`src/rtl/pwm_output_stage_if.sv`:
```
// Sample-side signal bundle for pwm_output_stage: strobe, streaming state,
// per-channel duty codes in, PWM pins and status out.
interface pwm_output_stage_if #(
    parameter int unsigned CODE_W = 7
);
    logic              Clk_Ena;
    logic              Active;
    logic [CODE_W-1:0] Code_L;
    logic [CODE_W-1:0] Code_R;
    logic [1:0]        PWM;
    logic              Running;
    logic              Ramping;

    modport master (
        output Clk_Ena, Active, Code_L, Code_R,
        input  PWM, Running, Ramping
    );

    modport slave (
        input  Clk_Ena, Active, Code_L, Code_R,
        output PWM, Running, Ramping
    );
endinterface

```
`src/rtl/pwm_output_stage.sv`:
```
// Two-channel single-edge PWM output stage with pop-free ramp start/stop.
// Optional macro PWM_CENTRE_ALIGNED_EN switches to centre-aligned pulses.
module pwm_output_stage #(
    parameter int unsigned CODE_W   = 7,
    parameter int unsigned CNT_W    = 8,
    parameter int unsigned RAMP_DIV = 64,
    parameter int unsigned PERIOD   = 130
) (
    input  logic              Clk,
    input  logic              nReset,
    pwm_output_stage_if.slave bus
);
    localparam int unsigned       DIV_W    = (RAMP_DIV > 1) ? $clog2(RAMP_DIV) : 1;
    localparam logic [CODE_W-1:0] MID      = CODE_W'(2 ** (CODE_W - 1));
    localparam logic [DIV_W-1:0]  DIV_LAST = DIV_W'(RAMP_DIV - 1);
    localparam logic [CNT_W-1:0]  CNT_MAX  = '1;

    if (CNT_W <= CODE_W || PERIOD >= (1 << CNT_W)) begin : g_cfg_check
        $error("pwm_output_stage: CNT_W must exceed CODE_W and hold PERIOD");
    end

    typedef enum logic [1:0] {S_OFF, S_RAMP_UP, S_RUN, S_RAMP_DOWN} state_t;

    state_t            state, state_nxt;
    logic [CODE_W-1:0] ramp, ramp_nxt;
    logic [DIV_W-1:0]  div, div_nxt;
    logic [CODE_W-1:0] duty_sel_l, duty_sel_r;
    logic [CNT_W-1:0]  count;
    logic [CODE_W-1:0] duty_l, duty_r;
    logic [1:0]        pwm_nxt, pwm_q;
    logic              running_q, ramping_q;

    always_ff @(posedge Clk or negedge nReset) begin
        if (!nReset) begin
            state <= S_OFF;
            ramp  <= '0;
            div   <= '0;
        end else if (bus.Clk_Ena) begin
            state <= state_nxt;
            ramp  <= ramp_nxt;
            div   <= div_nxt;
        end
    end

    // Duty select is taken from the present state, except on the strobe that
    // completes the ramp, which already hands MID to the first RUN period.
    always_comb begin
        state_nxt  = state;
        ramp_nxt   = ramp;
        div_nxt    = div;
        duty_sel_l = '0;
        duty_sel_r = '0;
        unique case (state)
            S_OFF: begin
                if (bus.Active) begin
                    state_nxt = S_RAMP_UP;
                    ramp_nxt  = '0;
                    div_nxt   = '0;
                end
            end
            S_RAMP_UP: begin
                duty_sel_l = ramp;
                duty_sel_r = ramp;
                if (!bus.Active) begin
                    state_nxt = S_RAMP_DOWN;
                    div_nxt   = '0;
                end else if (ramp == MID) begin
                    state_nxt = S_RUN;
                end else if (div == DIV_LAST) begin
                    div_nxt  = '0;
                    ramp_nxt = ramp + 1'b1;
                    if ((ramp + 1'b1) == MID) begin
                        state_nxt  = S_RUN;
                        duty_sel_l = MID;
                        duty_sel_r = MID;
                    end
                end else begin
                    div_nxt = div + 1'b1;
                end
            end
            S_RUN: begin
                duty_sel_l = bus.Code_L;
                duty_sel_r = bus.Code_R;
                if (!bus.Active) begin
                    state_nxt = S_RAMP_DOWN;
                    ramp_nxt  = MID;
                    div_nxt   = '0;
                end
            end
            S_RAMP_DOWN: begin
                duty_sel_l = ramp;
                duty_sel_r = ramp;
                if (bus.Active) begin
                    state_nxt = S_RAMP_UP;
                    div_nxt   = '0;
                end else if (ramp == '0) begin
                    state_nxt = S_OFF;
                end else if (div == DIV_LAST) begin
                    div_nxt  = '0;
                    ramp_nxt = ramp - 1'b1;
                    if (ramp == CODE_W'(1)) state_nxt = S_OFF;
                end else begin
                    div_nxt = div + 1'b1;
                end
            end
            default: ;
        endcase
    end

`ifdef PWM_CENTRE_ALIGNED_EN
    logic [CNT_W-1:0] start_l, start_r;

    function automatic logic [CNT_W-1:0] centre_start(input logic [CODE_W-1:0] d);
        int unsigned dd;
        dd = d;
        if (dd >= PERIOD) return '0;
        return CNT_W'((PERIOD - dd) >> 1);
    endfunction

    always_ff @(posedge Clk or negedge nReset) begin
        if (!nReset) begin
            start_l <= '0;
            start_r <= '0;
        end else if (bus.Clk_Ena) begin
            start_l <= centre_start(duty_sel_l);
            start_r <= centre_start(duty_sel_r);
        end
    end

    always_comb begin
        pwm_nxt    = '0;
        pwm_nxt[0] = (count >= start_l) &&
                     ({1'b0, count} < ({1'b0, start_l} + {1'b0, CNT_W'(duty_l)}));
        pwm_nxt[1] = (count >= start_r) &&
                     ({1'b0, count} < ({1'b0, start_r} + {1'b0, CNT_W'(duty_r)}));
    end
`else
    always_comb begin
        pwm_nxt    = '0;
        pwm_nxt[0] = CNT_W'(duty_l) > count;
        pwm_nxt[1] = CNT_W'(duty_r) > count;
    end
`endif

    always_ff @(posedge Clk or negedge nReset) begin
        if (!nReset) begin
            count  <= '0;
            duty_l <= '0;
            duty_r <= '0;
        end else if (bus.Clk_Ena) begin
            count  <= '0;
            duty_l <= duty_sel_l;
            duty_r <= duty_sel_r;
        end else if (count != CNT_MAX) begin
            count <= count + 1'b1;
        end
    end

    always_ff @(posedge Clk or negedge nReset) begin
        if (!nReset) begin
            pwm_q     <= '0;
            running_q <= 1'b0;
            ramping_q <= 1'b0;
        end else begin
            pwm_q     <= pwm_nxt;
            running_q <= (state == S_RUN);
            ramping_q <= (state == S_RAMP_UP) || (state == S_RAMP_DOWN);
        end
    end

    assign bus.PWM     = pwm_q;
    assign bus.Running = running_q;
    assign bus.Ramping = ramping_q;
endmodule

```
`src/flat_wrapper.sv`:
```
// flat-port wrapper written by rule: the top's interface ports become plain ports
module pwm_output_stage_flat 
#(
    parameter int unsigned CODE_W   = 7,
    parameter int unsigned CNT_W    = 8,
    parameter int unsigned RAMP_DIV = 64,
    parameter int unsigned PERIOD   = 130
)
  (Clk, nReset, bus_Clk_Ena, bus_Active, bus_Code_L, bus_Code_R, bus_PWM, bus_Running, bus_Ramping);
  pwm_output_stage_if #(.CODE_W(CODE_W)) bus_i ();
  input  logic Clk;
  input  logic nReset;
  input wire logic [$bits(bus_i.Clk_Ena)-1:0] bus_Clk_Ena;
  input wire logic [$bits(bus_i.Active)-1:0] bus_Active;
  input wire logic [$bits(bus_i.Code_L)-1:0] bus_Code_L;
  input wire logic [$bits(bus_i.Code_R)-1:0] bus_Code_R;
  output wire logic [$bits(bus_i.PWM)-1:0] bus_PWM;
  output wire logic [$bits(bus_i.Running)-1:0] bus_Running;
  output wire logic [$bits(bus_i.Ramping)-1:0] bus_Ramping;
  assign bus_i.Clk_Ena = bus_Clk_Ena;
  assign bus_i.Active = bus_Active;
  assign bus_i.Code_L = bus_Code_L;
  assign bus_i.Code_R = bus_Code_R;
  assign bus_PWM = bus_i.PWM;
  assign bus_Running = bus_i.Running;
  assign bus_Ramping = bus_i.Ramping;
  pwm_output_stage #(.CODE_W(CODE_W), .CNT_W(CNT_W), .RAMP_DIV(RAMP_DIV), .PERIOD(PERIOD)) u_core (.Clk(Clk), .nReset(nReset), .bus(bus_i));
endmodule
```
`config.mk`:
```
export PLATFORM = sky130hd
export DESIGN_NAME = pwm_output_stage_flat
export DESIGN_NICKNAME = d
export VERILOG_FILES = /design/src/rtl/pwm_output_stage_if.sv /design/src/rtl/pwm_output_stage.sv /design/src/flat_wrapper.sv
export SDC_FILE = /design/constraint.sdc
export NUM_CORES = 1
export LEC_CHECK = 0
export CORE_MARGIN = 8
export CORE_UTILIZATION = 45
export DETAILED_ROUTE_END_ITERATION = 12
export GPL_ROUTABILITY_DRIVEN = 0
export PLACE_DENSITY = 0.72
export SYNTH_ARGS = -nofsm -noshare
export SYNTH_HDL_FRONTEND = slang
export SYNTH_SLANG_ARGS = --single-unit
export TNS_END_PERCENT = 50
```
`constraint.sdc`:
```
create_clock -name Clk -period 1.79 [get_ports Clk]
set_input_delay 0.179 -clock Clk [delete_from_list [all_inputs] [get_ports Clk]]
set_output_delay 0.179 -clock Clk [all_outputs]
set_load 0.03 [all_outputs]
```
Yosys cells after proc, flatten, opt, wreduce, memory -nomap -nowiden
Index checks and enable logic that the tools add are counted.
Operators by class
  $add $sub $neg: 4
  order comparisons: 2
  eq/ne operators: 22
  muxes and demuxes: 36
  reduce and logical (&&, ||, !) cells: 7
Operators by type and width (count)
  $mux W7: 12
  $mux W6: 7
  $pmux W7 S3: 2
  $pmux W7 S4: 1
  $pmux W6 S4: 1
  $mux W2: 10
  $gt A7 B8 Y1: 2
  $mux W8: 2
  $ne A4 B2 Y1 const B: 4
  $eq A7 B7 Y1 const B: 2
  $ne A2 B2 Y1 const B: 6
  $reduce_and A9 Y1: 1
  $add A8 B1 Y8 const B: 1
  $ne A8 B8 Y1 const B: 1
  $pmux W2 S4: 1
  $add A7 B1 Y7 const B: 1
  $eq A7 B1 Y1 const B: 1
  $logic_not A7 Y1: 1
  $reduce_and A7 Y1: 1
  $sub A7 B1 Y7 const B: 1
  $add A6 B1 Y6 const B: 1
  $eq A6 B6 Y1 const B: 1
  $ne A3 B3 Y1 const B: 2
  $reduce_and A5 Y1: 1
  6 further kinds: 8
Storage, ports and cells
  register bits: 41
  input bits: 18
  output and inout port bits: 4
  logic and storage cells: 80

Logic depth before layout (Yosys ltp)
  depth after elaboration: 7
  depth in mapped cells: 8
  mapped depth without buffers: 7

Least setup slack after synthesis
OpenSTA, ideal clock, no wires.
  path type: register to register
  start point: register u_core.state[0]
  end point: register u_core.ramp[1]
  arrival: 1.846 ns
  data required time: 1.695 ns
  path slack: -0.152 ns
  cell stages (with the launch flop): 8
  clock period less this slack: 1.942 ns
  cells stage by stage: dfrtp_1 > ha_1 > buf_2 > or2_2 > a211oi_1 > o311ai_2 > buf_4 > o31ai_1
On the way
  cells in the longest elaborated chain, start to end: 3
  elaborated cells on any way between the ends: 14
  those cells by class: 11 x eq/ne; 1 x mux; 2 x reduce/logical
Ends and longest elaborated chain
  start: declaration: line pwm_output_stage.sv:24  | state_t state, state_nxt;
  start signal: assignment: line pwm_output_stage.sv:39  | state <= state_nxt;
  $eq A2 B1 Y1 (tied with other cells): line pwm_output_stage.sv:53  | unique case (state)
  $ne A2 B2 Y1 (no line) or $ne A2 B1 Y1 (tied branches)
  $reduce_and A9 Y1 (no line)
  end signal: assignment: line pwm_output_stage.sv:40  | ramp <= ramp_nxt;
  end: declaration: line pwm_output_stage.sv:25  | logic [CODE_W-1:0] ramp, ramp_nxt;
Several ways; a longest one is shown, not always the timed one.
A chain may end at the register's enable or synchronous reset.

Worst setup path in the final report
Ends and elaborated chain as after synthesis.

==> flow_summary.json <==
{
  "synth-async-reset-ratio_pct": 100,
  "diodes": 0,
  "p_per_area_nw_per_um2": 1480,
  "vias": 2639,
  "die_area_um2": 9130,
  "synth_largest_area_cell": "dfrtp_1",
  "drv_cap": 0,
  "syn_nets": 363,
  "yosys-top-cells-area": "dfrtp_1, ha_1, nand2_1",
  "yosys.area_share.simple_pct": 22.1,
  "leakage_nw": 1.67,
  "root_buffer": "clkbuf_8",
  "synth_top_area_share_pct": 36.0,
  "clk_path_buf_depth": 2,
  "ys_types": 55,
  "fin_area_um2": 3800,
  "vdd_drop_max_mv": 0.972,
  "wl_per_cell_um": 16.2,
  "drtPass1Iterations": 4,
  "postPlaceCellArea_um2": 3480,
  "finalMaxSlewViolations": 0,
  "tritoncts": "done",
  "drive_above_1_share_pct": 30.6,
  "tns_ns": -0.676,
  "utilization_pct": 61.0,
  "hold_viol": 0,
  "skew_ns": 0.0111,
  "r2r_start": "u_core.state[0]",
  "io_pins": 22,
  "r2r_end": "u_core.ramp[1]",
  "ant_nets": 0,
  "antenna_found_initial": 0,
  "clk_pin_slew_ns": 0.08,
  "fin_crit_ns": 1.87,
  "synth-edff-count": 0,
  "syn_inst": 322,
  "dp_hpwl_mm": 5.61,
  "grt_max_degree": 23,
  "critPathKind": "reg2reg",
  "synth_top_family_by_area": "simple AND/OR/NAND/NOR gates",
  "synthAdderAreaFrac_pct": 10.1,
  "ys_warn_count": 0,
  "drt-initial-drc-count": 143,
  "fmax_ghz": 0.534,
  "critPathLaunchType": "flip-flop",
  "status": "complete, but fails checks",
  "core-area_um2": 6240,
  "io_buffers": 21,
  "dr_wl_met2_mm": 3.78,
  "initial_utilization_pct": 45.6,
  "synth.avg_cell_area_um2": 8.84,
  "cp_max_fo": 8,
  "drc": 0,
  "rsz0062_at_grt": "true",
  "wl_met1_mm": 3.11,
  "worst_slack_ns": -0.0816,
  "grt_pass1_vias": 2762,
  "tightest_slew_ns": 0.463,
  "slew_headroom_pct": 69.1,
  "die_w_um": 95.6,
  "wirelength_mm": 7.49,
  "synth.ff_latch_count": 41,
  "syn_area_um2": 2850,
  "finish.net_count": 425,
  "yosysSeqAreaShare_pct": 36.0,
  "clock_sink_count": 41,
  "highest_layer": "met4",
  "cp.required_ns": 1.99,
  "grtUsageTotal_pct": 16.9,
  "synth-main-ff-cell": "dfrtp_1",
  "r2r_setup_slack_ns": -0.08,
  "worstHoldPathType": "in2async",
  "endpoint_kind": "flip-flop",
  "clk_latency_ns": 0.30,
  "synth_compound_area_share_pct": 22.1,
  "setup_viol": 15,
  "die_h_um": 95.6,
  "grt_overflow": 0,
  "numCtsBuffers": 5,
  "grt_pass1_wl_mm": 12.3,
  "violations": "setup timing",
  "period_share_pct": 105,
  "synth.area.mux_share_pct": 1.49,
  "cp.arrival_ns": 2.07,
  "area_growth_pct": 33.6,
  "num_rows": 29,
  "rr_worst_depth": 7,
  "dr_wl_met3_um": 402,
  "hold_slack_ns": 0.359,
  "htree_levels": 2,
  "synth_xor_area_share_pct": 2.46,
  "avgViaCountPerCell": 5.71
}
## cell families after synthesis
family,count (synthesis)
AND/OR/NAND/NOR,119
AO/OA/AOI/OAI,89
flip-flops,41
buffers and inverters,38
adder cells (fa/ha/maj),23
XOR/XNOR,8
multiplexers,4
## power by group
part	total [mW]	internal, mW	leakage [nW]	switching (mW)
combinational	3.57	1.77	1.09	1.80
clock	0.597	0.271	0.0450	0.326
sequential	1.48	1.24	0.536	0.244
## cells in the mapped netlist, types with 2 or more instances
cell type and n:
dfrtp_1 41, nand2_1 33, ha_1 23, inv_1 21
a21oi_1 18, nor2_1 17, nor2b_1 16, o21ai_0 16
nand3_1 13, a31o_2 10, nor3_1 9, buf_2 8
a211oi_1 7, clkbuf_1 7, nand2b_1 7, xnor2_1 6
o21ai_1 5, a221o_1 4, nand4_1 4, o211ai_1 4
a21o_1 3, a31oi_1 3, and2_1 3, nor3b_1 3
and3_1 2, and4_1 2, mux2_1 2, mux2i_1 2
o21bai_1 2, o31ai_1 2, o41ai_1 2, or2_2 2
or3_1 2, xor2_1 2
## layer usage
metal,vias up,global-route usage [%]
met5,-,0
met4,0,7.30
met3,21,3.39
met2,75,29.4
met1,1271,19.6
li1,1272,-
## repair_timing
item / 4_1_cts / 5_1_grt
gates resized for setup: 20 / 32
setup buffers: 0 / 2
pin swaps: 3 / 11
setup endpoints to repair: 22 / 29
hold buffers: 1 / 0
endpoints found under the hold margin: 18 / 0
## area by class of cell
| class | count | area [um2] |
|---|---|---|
| Sequential cell | 41 | 1030 |
| Tap cell | 77 | 96.3 |
| Multi-Input combinational cell | 243 | 1890 |
| Clock inverter | 2 | 10.0 |
| Clock buffer | 6 | 72.6 |
| Inverter | 21 | 81.3 |
| Timing Repair Buffer | 72 | 626 |
| Fill cell | 524 | 2440 |
## registers in the layout, indices dropped and copies added, names as in the netlist
name	count
u_core.duty_l	7
u_core.bus.Ramping	1
u_core.bus.Running	1
u_core.ramp	7
u_core.bus.PWM	2
u_core.div	6
u_core.count	8
u_core.state	2
u_core.duty_r	7
## cell usage in the layout (no fill, tap or decap), types with 5 or more instances in the layout
cell type / instances
nor2_1: 15
a21oi_1: 17
nand2b_1: 7
buf_6: 6
ha_1: 16
clkbuf_8: 5
inv_1: 17
buf_4: 43
nor3_1: 8
nor2b_1: 15
xnor2_1: 6
clkdlybuf4s50_1: 20
ha_4: 6
nand3_1: 10
nand2_1: 30
o21ai_0: 12
o21ai_1: 6
a31o_2: 10
dfrtp_1: 37
## worst max-delay path, stage by stage, from the launching register on
cell and delay (ns):
dfrtp_1 0.46, ha_2 0.25, or2_4 0.24, a211oi_2 0.21
o311ai_2 0.11, buf_6 0.17, buf_12 0.13, o31ai_1 0.21
## how the worst max path moves through the flow
stage | startpoint | to | slack, ns | cells past startpoint
detailed placement | bus_Active | u_core.div[5] | -0.17 | 6
finish | u_core.state[0] | u_core.ramp[1] | -0.08 | 7
global placement | bus_Active | u_core.div[5] | -0.12 | 6
global route | u_core.state[0] | u_core.div[4] | -0.20 | 8
floorplan | u_core.state[1] | u_core.duty_l[6] | -0.03 | 7
CTS | u_core.ramp[1] | u_core.state[0] | -0.12 | 8
## per-stage QoR
stage | setup slack [ns] | power (mW) | cells
global placement | -0.115 | 4.58 | 451
CTS | -0.119 | 5.41 | 460
finish | -0.0816 | 5.65 | 462
global route | -0.199 | 6.09 | 462
detailed placement | -0.165 | 4.67 | 451
floorplan | -0.0284 | 3.54 | 322
(Power assumes the default switching activity.)
